### src/rtl/spi_sram_dump_tx_pkg.sv
// spi_sram_dump_tx_pkg: shared defaults, FSM encoding and SPI mode constants
package spi_sram_dump_tx_pkg;
  localparam int ADDR_W_DEF = 13;
  localparam int DATA_W_DEF = 8;
  localparam int CLK_DIV_DEF = 2;
  localparam logic [1:0] SPI_MODE = 2'd0;
  localparam logic SCLK_IDLE = SPI_MODE[1];
  typedef enum logic [2:0] {
    S_IDLE   = 3'd0,
    S_READ   = 3'd1,
    S_WAIT   = 3'd2,
    S_LOAD   = 3'd3,
    S_SHIFT  = 3'd4,
    S_FINISH = 3'd5
  } state_t;
endpackage

### src/rtl/spi_sram_dump_tx_addr.sv
// sram_read_address_counter: sequential SRAM read address, init takes priority over inc
module sram_read_address_counter import spi_sram_dump_tx_pkg::*; #(
  parameter int ADDR_W = ADDR_W_DEF
) (
  input  logic              clk,
  input  logic              rst,
  input  logic              init_i,
  input  logic              inc_i,
  output logic [ADDR_W-1:0] address_o
);
  logic [ADDR_W-1:0] addr_q, addr_d;
  assign addr_d = init_i ? '0 : inc_i ? addr_q + 1'b1 : addr_q;
  assign address_o = addr_q;
  // address register, wraps modulo 2^ADDR_W
  always_ff @(posedge clk or posedge rst)
    if (rst) addr_q <= '0;
    else addr_q <= addr_d;
endmodule

### src/rtl/spi_sram_dump_tx.sv
// spi_sram_dump_tx: reads SRAM from address 0 upward and shifts each word out as an SPI mode-0 master
module spi_sram_dump_tx import spi_sram_dump_tx_pkg::*; #(
  parameter int ADDR_W  = ADDR_W_DEF,
  parameter int DATA_W  = DATA_W_DEF,
  parameter int CLK_DIV = CLK_DIV_DEF
) (
  input  logic              clk,
  input  logic              rst,
  input  logic              start_i,
  input  logic [ADDR_W:0]   length_i,
  output logic [ADDR_W-1:0] sram_addr_o,
  output logic              sram_rd_o,
  input  logic [DATA_W-1:0] sram_data_i,
  output logic              spi_sclk_o,
  output logic              spi_cs_n_o,
  output logic              spi_mosi_o,
  output logic              busy_o,
  output logic              done_o
);
  localparam int DIV_W = CLK_DIV > 1 ? $clog2(CLK_DIV) : 1;
  localparam int BIT_W = DATA_W > 1 ? $clog2(DATA_W) : 1;
  state_t state_q, state_d;
  logic [ADDR_W:0] rem_q, rem_d;
  logic [DIV_W-1:0] div_q, div_d;
  logic [BIT_W-1:0] bit_q, bit_d;
  logic [DATA_W-1:0] shift_q, shift_d;
  logic rd_q, rd_d, sclk_q, sclk_d, cs_n_q, cs_n_d, mosi_q, mosi_d, busy_q, busy_d, done_q, done_d;
  logic accept, addr_inc, div_end, bit_end;
  assign div_end = div_q == DIV_W'(CLK_DIV - 1);
  assign bit_end = bit_q == BIT_W'(DATA_W - 1);
  sram_read_address_counter #(.ADDR_W(ADDR_W)) u_addr (
    .clk(clk),
    .rst(rst),
    .init_i(accept),
    .inc_i(addr_inc),
    .address_o(sram_addr_o)
  );
  assign sram_rd_o = rd_q;
  assign spi_sclk_o = sclk_q;
  assign spi_cs_n_o = cs_n_q;
  assign spi_mosi_o = mosi_q;
  assign busy_o = busy_q;
  assign done_o = done_q;
  // control FSM: read/wait/load per word, then half-period timed shifting, then CS hold before done
  always_comb begin
    state_d = state_q;
    rem_d = rem_q;
    div_d = div_q;
    bit_d = bit_q;
    shift_d = shift_q;
    rd_d = 1'b0;
    sclk_d = sclk_q;
    cs_n_d = cs_n_q;
    mosi_d = mosi_q;
    busy_d = busy_q;
    done_d = 1'b0;
    accept = 1'b0;
    addr_inc = 1'b0;
    case (state_q)
      S_IDLE: if (start_i) begin
        accept = 1'b1;
        rem_d = length_i;
        busy_d = 1'b1;
        div_d = '0;
        state_d = length_i == '0 ? S_FINISH : S_READ;
      end
      S_READ: begin
        rd_d = 1'b1;
        state_d = S_WAIT;
      end
      S_WAIT: state_d = S_LOAD;
      S_LOAD: begin
        shift_d = sram_data_i;
        mosi_d = sram_data_i[DATA_W-1];
        cs_n_d = 1'b0;
        addr_inc = 1'b1;
        rem_d = rem_q - 1'b1;
        div_d = '0;
        bit_d = '0;
        state_d = S_SHIFT;
      end
      S_SHIFT: begin
        div_d = div_end ? '0 : div_q + 1'b1;
        if (div_end) begin
          sclk_d = ~sclk_q;
          if (sclk_q) begin
            shift_d = shift_q << 1;
            mosi_d = shift_d[DATA_W-1];
            bit_d = bit_end ? '0 : bit_q + 1'b1;
            if (bit_end) state_d = rem_q != '0 ? S_READ : S_FINISH;
          end
        end
      end
      S_FINISH: begin
        div_d = div_end ? '0 : div_q + 1'b1;
        if (div_end) begin
          cs_n_d = 1'b1;
          busy_d = 1'b0;
          done_d = 1'b1;
          mosi_d = 1'b0;
          state_d = S_IDLE;
        end
      end
      default: state_d = S_IDLE;
    endcase
  end
  // state and registered outputs; reset drops CS and aborts any transfer immediately
  always_ff @(posedge clk or posedge rst)
    if (rst) begin
      state_q <= S_IDLE;
      rem_q <= '0;
      div_q <= '0;
      bit_q <= '0;
      shift_q <= '0;
      rd_q <= 1'b0;
      sclk_q <= SCLK_IDLE;
      cs_n_q <= 1'b1;
      mosi_q <= 1'b0;
      busy_q <= 1'b0;
      done_q <= 1'b0;
    end else begin
      state_q <= state_d;
      rem_q <= rem_d;
      div_q <= div_d;
      bit_q <= bit_d;
      shift_q <= shift_d;
      rd_q <= rd_d;
      sclk_q <= sclk_d;
      cs_n_q <= cs_n_d;
      mosi_q <= mosi_d;
      busy_q <= busy_d;
      done_q <= done_d;
    end
endmodule

### config.mk
export PLATFORM = sky130hd
export DESIGN_NAME = spi_sram_dump_tx
export DESIGN_NICKNAME = d
export VERILOG_FILES = /design/src/rtl/spi_sram_dump_tx_pkg.sv /design/src/rtl/spi_sram_dump_tx_addr.sv /design/src/rtl/spi_sram_dump_tx.sv
export SDC_FILE = /design/constraint.sdc
export NUM_CORES = 1
export LEC_CHECK = 0
export BUFFER_PORTS_ARGS = -buffer_cell sky130_fd_sc_hd__buf_2
export CORE_UTILIZATION = 50
export DETAILED_ROUTE_END_ITERATION = 16
export PLACE_DENSITY = 0.73
export SYNTH_ARGS = -nofsm -noshare
export SYNTH_HDL_FRONTEND = slang
export SYNTH_HIERARCHICAL = 1
export SYNTH_SLANG_ARGS = --single-unit
### constraint.sdc
create_clock -name clk -period 2.3 [get_ports clk]
set_input_delay 0.46 -clock clk [delete_from_list [all_inputs] [get_ports clk]]
set_output_delay 0.46 -clock clk [all_outputs]
set_load 0.01 [all_outputs]
Word level (Yosys, flattened, before mapping). Index checks and enable logic that the tools add are counted.

Add/subtract/negate cells: 4. Equality and inequality tests: 11. Muxes and demuxes: 36. Bitwise operators: 1. Reduce and logical (&&, ||, !) cells: 19.

Operators with widths (number): $mux 3 (10); $pmux 14 s2 (1); $mux 13 (2); $pmux 3 s6 (1); $logic_not 14->1 (1); $mux 14 (1); $mux 7 (2); $pmux 7 s2 (1); $reduce_bool 14->1 (1); $sub 14x1->14 const B (1); $add 13x1->13 const B (1); $mux 1 (13); $ne 2x2->1 const B (5); $reduce_bool 2->1 (5); $eq 3x3->1 const B (3); $reduce_and 2->1 (4); $eq 3x2->1 const B (2); $pmux 1 s3 (2); $pmux 3 s2 (1); $reduce_and 3->1 (2); $reduce_bool 3->1 (2); $reduce_and 5->1 (1); $pmux 1 s2 (2); $reduce_and 4->1 (1); 6 further kinds (6).

Register bits: 47. Input bits: 25. Output and inout bits: 19.

Longest topological paths before layout.
Depth after elaboration: 6. Mapped depth: 8. Mapped depth without buffers: 6.

Hierarchy. Netlist, hierarchy kept.

Modules (own cells, without submodules): spi_sram_dump_tx (instances 1, cells each 202, area an instance 1851.8 um^2); sram_read_address_counter (instances 1, cells each 67, area an instance 664.4 um^2).

Worst setup path after synthesis. OpenSTA, ideal clock, no wires.

Path type: reg-to-reg. Start point: reg state_q[0]. End point: reg u_addr.addr_q[11], in the netlist u_addr/address_o[11]. Data arrival time: 2.323 ns. Data required time: 2.175 ns. Slack: -0.147 ns. Cell stages (with the launch flop): 9. Clock period less this slack: 2.447 ns. Cell sequence: dfrtp_1 -> or4b_1 -> clkbuf_1 -> clkinv_1 -> buf_2 -> o211ai_2 -> buf_6 -> nor4_1 -> mux2_2.

Longest elaborated chain between the ends: 3.

Ends and longest elaborated chain: from (decl) (RTL line spi_sram_dump_tx.sv:22) `state_t state_q, state_d;`; from (signal assigned) (RTL line spi_sram_dump_tx.sv:122) `state_q <= state_d;`; $logic_not 3->1 (*) (RTL line spi_sram_dump_tx.sv:59) `case (state_q)`; $mux 1 (*) (RTL line spi_sram_dump_tx.sv:59); named net accept (RTL line spi_sram_dump_tx.sv:28) `logic accept, addr_inc, div_end, bit_end;`; $mux 13 or $reduce_bool 2->1 (tied branches); to (signal assigned) (RTL line spi_sram_dump_tx_addr.sv:17) `else addr_q <= addr_d;`; to (decl) (RTL line spi_sram_dump_tx_addr.sv:11) `logic [ADDR_W-1:0] addr_q, addr_d;`.

Mark *: on every way through the listed nets, which the timed path passes. The rest lies on a longest branch. A chain may end at the register's enable or synchronous reset.

Worst setup path after layout.
Start point: reg state_q[0]. End point: reg u_addr.addr_q[11], in the netlist u_addr/address_o[11].

Longest elaborated chain between the ends: 3.

Ends and longest elaborated chain (RTL line): $eq 3x2->1 or $logic_not 3->1 (tied branches) (spi_sram_dump_tx.sv:59); $mux 1 (spi_sram_dump_tx.sv:59); $reduce_bool 2->1 (no source line) or $mux 13 (tied branches).

Several ways; a longest one is shown, not always the timed one.

==> results.json <==
{
  "vias_per_cell": 5.608,
  "reg2reg_to": "u_addr/address_o[11]",
  "die_w_um": 72.94,
  "detail-route-antenna-nets": 0,
  "drc": 0,
  "final.min_clock_period_ns": 2.131,
  "crit_fanout": 12,
  "max_slew_margin_pct": 67.09,
  "syn_avg_cell_area_um2": 9.354,
  "syn_inst": 269,
  "synth_top_area_share_pct": 45.75,
  "syn_nets": 299,
  "synthMuxAreaShare_pct": 2.586,
  "path_clk_slew_ns": 0.09,
  "firstDrtPassIters": 4,
  "path_cells": "or4b_1, clkinv_2, o211ai_2, nor4_1, mux2_2",
  "r2r-start": "state_q[0]",
  "drtIter0Drc": 134,
  "grt_pass1_wl_um": 9266,
  "grt_use_total_pct": 22.32,
  "synth_edf_count": 0,
  "slew_violations": 0,
  "cts_tree": "done",
  "yosys.area_share.xor_xnor_pct": 2.089,
  "mostFrequentLayoutCell": "dfrtp_1",
  "postCtsSetupRepairBufs": 0,
  "grt_pass1_vias": 2034,
  "port_buffers": 43,
  "worstSetupEndpointType": "flip-flop",
  "cts_htree_levels": 2,
  "post_drt_wl_per_cell_um": 14.15,
  "antenna_found_initial": 0,
  "p_comb_share_pct": 37.9,
  "switching_share_pct": 37.95,
  "start_kind": "flip-flop",
  "finalPower_w": 0.003179,
  "synthTopCellsByArea": "dfrtp_1 (46%), nand2_1 (5.8%), nor2_1 (4.0%), nand3_1 (2.8%), ha_1 (2.5%)",
  "nets": 345,
  "status": "finished clean",
  "synth_top_family_by_area": "simple AND/OR/NAND/NOR gates",
  "gp_congestion": 0.8610,
  "slowest_stage": "or4b_1",
  "critPathArrivalTime_ns": 2.32,
  "totalWireLength_um": 5418,
  "maxCapViolations": 0,
  "r2r_cells": 5,
  "routed-via-count": 2148,
  "grt_overflow_total": 0,
  "max_freq_mhz": 469.4,
  "worstHoldPathType": "primary input to async pin",
  "die_h_um": 72.94,
  "grt_max_degree": 35,
  "synth_warnings": 6,
  "rsz0062_at_grt": "no",
  "synth_compound_area_share_pct": 15.96,
  "synth_fa_ha_area_share_pct": 2.486,
  "finalSetupViolCount": 0,
  "p_int_w": 0.001973,
  "yosys.area_share.simple_pct": 25.81,
  "rows": 25,
  "max-vdd-ir-drop_mv": 0.4265,
  "p_seq_share_pct": 42.1,
  "cts.sinks": 47,
  "yosysSeqAreaShare_pct": 46.79,
  "die-area_um2": 5320,
  "crit_family": "simple AND/OR/NAND/NOR gates",
  "ys.flop_type": "dfrtp_1",
  "leakagePower_nw": 1.396,
  "drive_gt1_share_pct": 24.05,
  "fill_cells": 445,
  "min_period_over_period_pct": 92.63,
  "initial_core_util_pct": 52.58,
  "path_class": "flip-flop to flip-flop",
  "critPathRequiredTime_ns": 2.49,
  "yosysTopAreaCell": "dfrtp_1",
  "async_flop_share_pct": 100.0,
  "clock_latency_ns": 0.30,
  "area_growth_pct": 16.66,
  "p_switching_w": 0.001207,
  "cp-startpoint": "state_q[0]",
  "power_density_nw_per_um2": 1083,
  "holdBufCountCts": 0,
  "netlist_area_um2": 2516,
  "cts_buffers": 5,
  "ios": 44,
  "hpwl_um": 3831,
  "post-route-util_pct": 61.33,
  "finClkSkew_ns": 0.004793,
  "diodes": 0,
  "crit_buf_inv": 1,
  "core_region_area_um2": 4786,
  "synthDistinctLibCells": 51,
  "cts_root_buffer": "clkbuf_8",
  "post_cts_resized": 0,
  "p_clk_share_pct": 20.0,
  "final_cell_mix": "dfrtp_1 (46), buf_2 (43), nand2_1 (39)",
  "clk_path_buf_depth": 2,
  "crit_path_max_incr_delay_ns": 0.58,
  "rrSetupSlack_ns": 0.17,
  "worst_slew_pin_slew_ns": 0.4891,
  "synth-seq-cells": 47,
  "finalHoldViolations": 0
}
==> cell type report <==
| type | count | area (um^2) | share of cell area [%] |
|---|---|---|---|
| Timing Repair Buffer | 52 | 282.8 | 9.633 |
| Inverter | 11 | 42.54 | 1.449 |
| Sequential cell | 47 | 1177 | 40.11 |
| Clock buffer | 6 | 82.58 | 2.813 |
| Multi-Input combinational cell | 198 | 1231 | 41.94 |
| Clock inverter | 2 | 35.03 | 1.194 |
| Tap cell | 67 | 83.83 | 2.856 |
==> cells by family (layout without fill, tap and decap cells) <==
| family | count (synthesis) | count (layout) |
|---|---|---|
| AO/OA/AOI/OAI | 57 | 57 |
| adder cells (fa/ha/maj) | 5 | 5 |
| flip-flops | 47 | 47 |
| multiplexers | 6 | 6 |
| AND/OR/NAND/NOR | 124 | 124 |
| XOR/XNOR | 6 | 6 |
| buffers and inverters | 24 | 71 |
==> state kept, by name, indices dropped and copies added (netlist names) <==
name	cells
rem_q	14
u_addr/address_o	13
shift_q	7
bit_q	3
state_q	3
busy_o	1
div_end	1
done_o	1
spi_cs_n_o	1
spi_mosi_o	1
spi_sclk_o	1
sram_rd_o	1
==> worst max path at each step <==
stage | end | slack [ns] | cells after the start
CTS | u_addr/address_o[11] | 0.17 | 5
finish | u_addr/address_o[11] | 0.17 | 5
floorplan | u_addr/address_o[11] | -0.02 | 8
global route | u_addr/address_o[11] | 0.08 | 5
detailed placement | u_addr/address_o[11] | 0.04 | 6
global placement | u_addr/address_o[12] | 0.1 | 6
==> power by group through the flow <==
stage,sequential [W],clock [W],combinational (W)
3_3_place_gp,0.00134,0,0.00119
4_1_cts,0.00133,0.000654,0.00121
6_report,0.00134,0.000635,0.00121
2_1_floorplan,0.00133,0,0.000902
5_1_grt,0.00138,0.000680,0.00135
3_5_place_dp,0.00135,0,0.00121
==> synthesized netlist by cell type (5+ instances only) <==
cell      count
a21oi_1      12
a31oi_1       8
buf_2         8
dfrtp_1      46
ha_1          5
inv_1         9
nand2_1      39
nand3_1      14
nand4_1       6
nor2_1       27
nor4_1        8
o211ai_1      5
o21ai_0       5
or4_1         8
==> per-layer routing <==
metal / global-route usage (%) / vias to the layer above / part of all wire (%) / wire length, um
met3: 4.420 / 8 / 3.5 / 191
met4: 5.664 / 0 / 1.4 / 74
met1: 30.13 / 1022 / 48 / 2621
li1: - / 1077 / - / -
met5: 0 / - / 0 / 0
met2: 36.97 / 41 / 47 / 2532
==> per-stage QoR <==
| stage | instances | setup WS (ns) | cell area [um^2] | TNS (ns) | hold WS, ns |
|---|---|---|---|---|---|
| final | 383 | 0.1694 | 2935 | 0 | 0.1700 |
| after global routing | 383 | 0.08433 | 2935 | 0 | 0.2071 |
| after CTS | 383 | 0.1742 | 2935 | 0 | 0.1761 |
| after detailed placement | 375 | 0.04006 | 2818 | 0 | 0.4639 |
| after global placement | 375 | 0.09988 | 2818 | 0 | 0.4468 |
| after floorplan | 269 | -0.02209 | 2524 | -0.04394 | 0.3370 |
(Power assumes the default switching activity.)
